## config.mk

```make
export PLATFORM = sky130hd
export DESIGN_NAME = desc_reader
export DESIGN_NICKNAME = d
export VERILOG_FILES = /design/src/rtl/desc_rd_pkg.sv /design/src/rtl/desc_word_mux.sv /design/src/rtl/desc_reader.sv
export SDC_FILE = /design/constraint.sdc
export NUM_CORES = 2
export LEC_CHECK = 0
export CELL_PAD_IN_SITES_DETAIL_PLACEMENT = 2
export CELL_PAD_IN_SITES_GLOBAL_PLACEMENT = 2
export CORE_MARGIN = 4
export CORE_UTILIZATION = 39
export CTS_BUF_LIST = sky130_fd_sc_hd__clkbuf_4 sky130_fd_sc_hd__clkbuf_8
export CTS_CLUSTER_SIZE = 10
export DETAILED_ROUTE_END_ITERATION = 8
export GPL_TIMING_DRIVEN = 1
export HOLD_SLACK_MARGIN = 0.1
export PLACE_DENSITY_LB_ADDON = 0.25
export SETUP_SLACK_MARGIN = 0.5
export SYNTH_ARGS = -nofsm -noshare
export SYNTH_HDL_FRONTEND = slang
export SYNTH_HIERARCHICAL = 1
export SYNTH_SLANG_ARGS = --single-unit
```

## constraint.sdc

```tcl
create_clock -name clk -period 34.3 [get_ports clk]
set_clock_uncertainty 0.15 [all_clocks]
set_input_delay 5.145 -clock clk [delete_from_list [all_inputs] [get_ports clk]]
set_output_delay 5.145 -clock clk [all_outputs]
set_load 0.02 [all_outputs]
```

## src/rtl/desc_rd_pkg.sv

```systemverilog
// Shared types and constants for the descriptor readout engine.
// The state enum is exported so checkers can follow the FSM through dbg_state.
package desc_rd_pkg;

    typedef enum logic [2:0] {
        ST_IDLE = 3'd0,
        ST_READ = 3'd1,
        ST_CAPT = 3'd2,
        ST_SEND = 3'd3,
        ST_FIN  = 3'd4
    } rd_state_e;

    localparam int DEF_CNT_DW = 16;
    localparam int DEF_DESC_W = 512;
    localparam int DEF_OUT_W  = 32;
    localparam int DEF_SEED_W = 9;

    // One header word followed by the descriptor slices.
    localparam int WORDS_PER_DESC = DEF_DESC_W / DEF_OUT_W + 1;

    localparam int HDR_IDX_LSB  = 16;
    localparam int HDR_FEAT_LSB = 0;

    // Cycles from valid_rd_desc to RAM data being valid.
    localparam int RD_LAT = 1;

    function automatic int words_per_desc(input int desc_w, input int out_w);
        return desc_w / out_w + 1;
    endfunction

endpackage

```

## src/rtl/desc_word_mux.sv

```systemverilog
// Selects one stream word from the captured {feature, descriptor} pair.
// Word 0 is the header; words 1..N are descriptor slices, least significant first.
module desc_word_mux
    import desc_rd_pkg::*;
#(
    parameter int CNT_DW = DEF_CNT_DW,
    parameter int DESC_W = DEF_DESC_W,
    parameter int OUT_W  = DEF_OUT_W,
    parameter int SEED_W = DEF_SEED_W,
    parameter int WC_W   = 5
) (
    input  logic [CNT_DW+DESC_W-1:0] pair_buf,
    input  logic [SEED_W-1:0]        idx,
    input  logic [WC_W-1:0]          wc,
    output logic [OUT_W-1:0]         word
);

    always_comb begin
        word = '0;
        if (wc == '0) begin
            word[HDR_IDX_LSB +: SEED_W]  = idx;
            word[HDR_FEAT_LSB +: CNT_DW] = pair_buf[DESC_W +: CNT_DW];
        end else begin
            word = pair_buf[(int'(wc) - 1) * OUT_W +: OUT_W];
        end
    end

endmodule

```

## src/rtl/desc_reader.sv

```systemverilog
// Walks descriptor indices 0..N-1 over the shared read port and streams each
// {feature, descriptor} pair as a header word plus descriptor slices.
module desc_reader
    import desc_rd_pkg::*;
#(
    parameter int CNT_DW = DEF_CNT_DW,
    parameter int DESC_W = DEF_DESC_W,
    parameter int OUT_W  = DEF_OUT_W,
    parameter int SEED_W = DEF_SEED_W
) (
    input  logic              clk,
    input  logic              rst,
    input  logic              start,
    input  logic [SEED_W-1:0] cnt_seed,
    output logic              valid_rd_desc,
    output logic [SEED_W-1:0] addr_rd_desc,
    input  logic [CNT_DW-1:0] data_rd_feature,
    input  logic [DESC_W-1:0] data_rd_desc,
    output logic              m_valid,
    input  logic              m_ready,
    output logic [OUT_W-1:0]  m_data,
    output logic              m_sop,
    output logic              m_eop,
    output logic              m_last,
    output logic              busy,
    output logic              done,
    output rd_state_e         dbg_state
);

    localparam int NWORDS = words_per_desc(DESC_W, OUT_W);
    localparam int WC_W   = $clog2(NWORDS);
    localparam int BUF_W  = CNT_DW + DESC_W;
    localparam logic [WC_W-1:0] WC_LAST = WC_W'(NWORDS - 1);

    rd_state_e           state_q, state_d;
    logic [SEED_W-1:0]   n_total_q, n_total_d;
    logic [SEED_W-1:0]   idx_q, idx_d;
    logic [WC_W-1:0]     wc_q, wc_d;
    logic [BUF_W-1:0]    pair_q, pair_d;
    logic [RD_LAT-1:0]   rd_pipe_q;

    logic                hs;
    logic                last_desc;
    logic [OUT_W-1:0]    word_d;

    logic                valid_rd_d;
    logic [SEED_W-1:0]   addr_rd_d;
    logic                m_valid_d;
    logic [OUT_W-1:0]    m_data_d;
    logic                m_sop_d;
    logic                m_eop_d;
    logic                m_last_d;
    logic                busy_d;
    logic                done_d;

    // Stream handshake: a word transfers on a cycle where m_valid && m_ready.
    // Once m_valid is high, m_data and the sop/eop/last flags hold until that
    // transfer, and m_valid never drops without it.
    assign hs        = m_valid && m_ready;
    assign last_desc = (idx_q == n_total_q - SEED_W'(1));
    assign dbg_state = state_q;

    always_ff @(posedge clk or posedge rst) begin
        if (rst) begin
            state_q <= ST_IDLE;
        end else begin
            state_q <= state_d;
        end
    end

    always_comb begin
        state_d   = state_q;
        n_total_d = n_total_q;
        idx_d     = idx_q;
        wc_d      = wc_q;
        pair_d    = pair_q;
        unique case (state_q)
            ST_IDLE: begin
                if (start) begin
                    n_total_d = cnt_seed;
                    idx_d     = '0;
                    state_d   = (cnt_seed == '0) ? ST_FIN : ST_READ;
                end
            end
            ST_READ: state_d = ST_CAPT;
            ST_CAPT: begin
                if (rd_pipe_q[RD_LAT-1]) begin
                    pair_d  = {data_rd_feature, data_rd_desc};
                    wc_d    = '0;
                    state_d = ST_SEND;
                end
            end
            ST_SEND: begin
                if (hs) begin
                    if (wc_q == WC_LAST) begin
                        if (last_desc) begin
                            state_d = ST_FIN;
                        end else begin
                            idx_d   = idx_q + SEED_W'(1);
                            state_d = ST_READ;
                        end
                    end else begin
                        wc_d = wc_q + WC_W'(1);
                    end
                end
            end
            ST_FIN:  state_d = ST_IDLE;
            default: state_d = ST_IDLE;
        endcase
    end

    desc_word_mux #(
        .CNT_DW (CNT_DW),
        .DESC_W (DESC_W),
        .OUT_W  (OUT_W),
        .SEED_W (SEED_W),
        .WC_W   (WC_W)
    ) u_word_mux (
        .pair_buf (pair_d),
        .idx      (idx_d),
        .wc       (wc_d),
        .word     (word_d)
    );

    // Outputs are computed from next-state values so every port is a flop.
    always_comb begin
        valid_rd_d = (state_d == ST_READ);
        addr_rd_d  = (state_d == ST_READ) ? idx_d : addr_rd_desc;
        m_valid_d  = (state_d == ST_SEND);
        m_sop_d    = m_valid_d && (wc_d == '0);
        m_eop_d    = m_valid_d && (wc_d == WC_LAST);
        m_last_d   = m_eop_d && (idx_d == n_total_d - SEED_W'(1));
        m_data_d   = m_valid_d ? word_d : '0;
        busy_d     = (state_d != ST_IDLE);
        done_d     = (state_d == ST_FIN);
    end

    always_ff @(posedge clk or posedge rst) begin
        if (rst) begin
            n_total_q     <= '0;
            idx_q         <= '0;
            wc_q          <= '0;
            pair_q        <= '0;
            rd_pipe_q     <= '0;
            valid_rd_desc <= 1'b0;
            addr_rd_desc  <= '0;
            m_valid       <= 1'b0;
            m_data        <= '0;
            m_sop         <= 1'b0;
            m_eop         <= 1'b0;
            m_last        <= 1'b0;
            busy          <= 1'b0;
            done          <= 1'b0;
        end else begin
            n_total_q     <= n_total_d;
            idx_q         <= idx_d;
            wc_q          <= wc_d;
            pair_q        <= pair_d;
            rd_pipe_q     <= (rd_pipe_q << 1) | RD_LAT'(valid_rd_desc);
            valid_rd_desc <= valid_rd_d;
            addr_rd_desc  <= addr_rd_d;
            m_valid       <= m_valid_d;
            m_data        <= m_data_d;
            m_sop         <= m_sop_d;
            m_eop         <= m_eop_d;
            m_last        <= m_last_d;
            busy          <= busy_d;
            done          <= done_d;
        end
    end

endmodule

```

==> results.md <==
- Status: complete, no violations
- Switching share of power: 38.1%
- Fin crit share: 28.3%
- CTS HTree Levels: 3
- Die Height: 274 µm
- Post-synthesis sequential area ratio: 54.5%
- Resize count post-CTS: 0
- Syn. warnings: 6
- Worst EP required: 34760 ps
- Detailed-route via count: 19000
- Largest area contributor in the netlist: dfrtp_1
- Vias in the first global route: 22600
- Syn_nets: 2431
- Most frequent cells in the layout: dfrtp_1 (603), clkdlybuf4s50_1 (591), mux2_2 (536), nand2_1 (157), clkbuf_8 (138)
- Slowest cell on the critical path: buf_4
- Clk buf depth: 3
- DRC violations left: 0
- Post-synthesis register bit count: 603
- CP Cell Sequence: clkdlybuf4s50_1, and2_0, nor3b_1, xnor2_1, nor2_4, inv_1, ha_4, buf_4, buf_4, mux4_2, nand2_1, nand2_1, a221o_1, and2_1
- Drt wl/cell: 30.4 µm
- CP Max Fanout: 58
- Largest net degree at the start of global routing: 194
- Share of the synthesized area in the top cell type: 54.5%
- Initial DRC Count: 918
- Detail Placement HPWL: 76000 µm
- Core Rows: 97
- Hold Buf Count CTS: 0
- Worst-margin pin slew: 1160 ps
- Core area: 0.0701 mm²
- Dominant cells by area after synthesis: dfrtp_1 (54%), mux2_2 (22%), mux4_2 (11%), nand2_1 (2.1%), clkbuf_1 (1.1%)
- Asr flop ratio synth: 100%
- Design area: 0.0369 mm²
- Number of flops mapped to enable cells by yosys: 0
- Post-synth top flop: dfrtp_1
- Crit end category: register
- CTS Root Cell: clkbuf_8
- Netlist Area Pre-Place: 0.0277 mm²
- Fin. Hold Viols: 0
- Int Pwr: 2160 µW
- Clock Latency Late Sink: 730 ps
- GR Util All Layers: 27.7%
- WS Path Type: in2reg
- Routed vias/inst: 5.36
- Combinational share of power: 46.5%
- Post-Route WL: 108000 µm
- Startpoint types: input pin
- Critical path arrival: 10160 ps
- Mean Syn Cell Area: 14.7 µm²
- I/O Buffers: 591
- Post-route ant nets: 0
- Initial antenna violation count: 56
- DIE AREA: 0.0753 mm²
- Max-cap violations: 0
- First-pass GRT wire length: 153000 µm
- Number of I/O pins: 592
- Global route overflow: 0
- Reg power frac: 32.7%
- TritonCTS buffer count: 105
- Cells after Synth: 1884
- Fin nets: 3028
- Min Tclk post-route: 9700 ps
- CTS tree: yes
- Achievable clock frequency: 0.103 GHz
- Worst vdd ir: 73.5 µV
- Largest stage delay, worst path: 830 ps
- Slew HR: 22.3%
- Count of final max-slew check failures: 0
- Hold Path Class: reg2reg
- Power density cells: 94.4 mW/mm²
- CTS clk-pin slew, worst paths: 70 ps
- Final setup TNS: 0 ps
- Clock sinks: 603
- 1st-pass router iterations: 5
- Area Overhead vs Synth: 33.3%
- Most common cell after layout, fill and taps aside: dfrtp_1
- Fillers: 6567
- RSZ-0062 raised after global routing: no
- Yosys cell types: 74
- Final setup viols: 0
- Die span in x: 274 µm
- Initial core utilization: 39.5%
- Switching power: 1330 µW
- Clock network fraction of total power: 20.8%
- Setup repair bufs after CTS: 0
- Dpl cell area: 0.0345 mm²
- Leakage: 0.0168 µW
- Layout cells sized above 1: 35.8%
- GPL Wtd Cong: 0.841
-- cells by family (layout without fill, tap and decap cells) --
group,Yosys count,count (layout),share of synthesized area (%)
AND/OR/NAND/NOR,299,299,5.40
AO/OA/AOI/OAI,113,113,3.00
buffers and inverters,147,827,2.39
XOR/XNOR,30,30,1.08
flip-flops,603,603,54.5
other,0,43,0
adder cells (fa/ha/maj),6,6,0.271
multiplexers,686,686,33.4
-- path summary, 6_finish.rpt --
| check | cells after the start | endpoint | start | slack (ps) |
|---|---|---|---|---|
| worst max-delay path | 14 | m_data[1] | m_ready | 24600 |
| worst min-delay path | 0 | rd_pipe_q | valid_rd_desc | 210 |
| worst max register to register | 13 | m_data[1] | dbg_state[0] | 28510 |
| worst min register to register | 0 | rd_pipe_q | valid_rd_desc | 210 |
| max in group asynchronous | 5 | pair_q[274] | rst | 25910 |
| min in group asynchronous | 2 | pair_q[124] | rst | 4780 |
-- final cells by class --
cell class / count / area [µm²] / area share, %
Sequential cell: 603 / 15100 / 40.9
Clock inverter: 15 / 123 / 0.332
Multi-Input combinational cell: 1134 / 12000 / 32.6
Antenna cell: 43 / 108 / 0.292
Inverter: 21 / 86.3 / 0.234
Clock buffer: 175 / 2180 / 5.90
Timing Repair Buffer: 616 / 6120 / 16.6
Tap cell: 940 / 1180 / 3.19
-- per-layer routing --
layer  wire (µm)  up-vias  global-route usage (%)
li1            -     8126                       -
met1       37100    10100                    28.5
met2       59600      512                    52.3
met3        6130      225                    7.37
met4        4720       38                    12.4
met5         269        -                       0
-- cells in the mapped netlist (3+ instances only) --
library cell,instances
a211oi_1,4
a21oi_1,39
a221o_1,25
and2_1,36
and3_1,4
buf_1,9
buf_2,19
buf_4,9
buf_6,7
clkbuf_1,81
dfrtp_1,603
ha_1,6
inv_1,21
mux2_2,536
mux2i_1,13
mux4_2,135
nand2_1,157
nand2b_1,3
nand3_1,12
nand4_1,10
nor2_1,22
nor2b_1,13
nor3_1,10
nor4_1,5
o21a_1,3
o21ai_0,10
o21bai_1,4
o22ai_1,4
or3_1,4
xnor2_1,17
xor2_1,11
-- stage by stage --
step                setup slack, ps  hold slack [ps]  instances  util, %  power (µW)
global route                  24220              238       3540     52.6        3670
global placement              24090              214       3314     49.2        2660
finish                        24600              208       3547     52.6        3480
detailed placement            23800              218       3314     49.2        2750
CTS                           24490              219       3504     52.5        3510
floorplan                     12130              316       1884        -        2190
-- worst max-delay path: cells and delay by family --
kind / cells / cell delay [ps]
muxes: 1 / 450
buffers and inverters: 4 / 2200
xor gates and xnor gates: 1 / 170
AOI/OAI and AO/OA: 1 / 320
and+or+nand+nor: 6 / 1140
adders and majority gates: 1 / 630
-- power by group through the flow --
| stage | Clock, µW | Combinational (µW) | Sequential, µW |
|---|---|---|---|
| 6_report | 725 | 1620 | 1140 |
| 4_1_cts | 741 | 1630 | 1140 |
| 2_1_floorplan | 0 | 1080 | 1110 |
| 5_1_grt | 781 | 1720 | 1170 |
| 3_5_place_dp | 0 | 1610 | 1140 |
| 3_3_place_gp | 0 | 1550 | 1110 |
-- flip-flops by register name, summed over array words and instances, names as in the netlist, 3 cells and up --
signal,cells
idx_q,9
dbg_state,3
addr_rd_desc,9
pair_q,528
m_data,32
n_total_q,9
wc_q,5
Power figures use the tool's default switching activity.
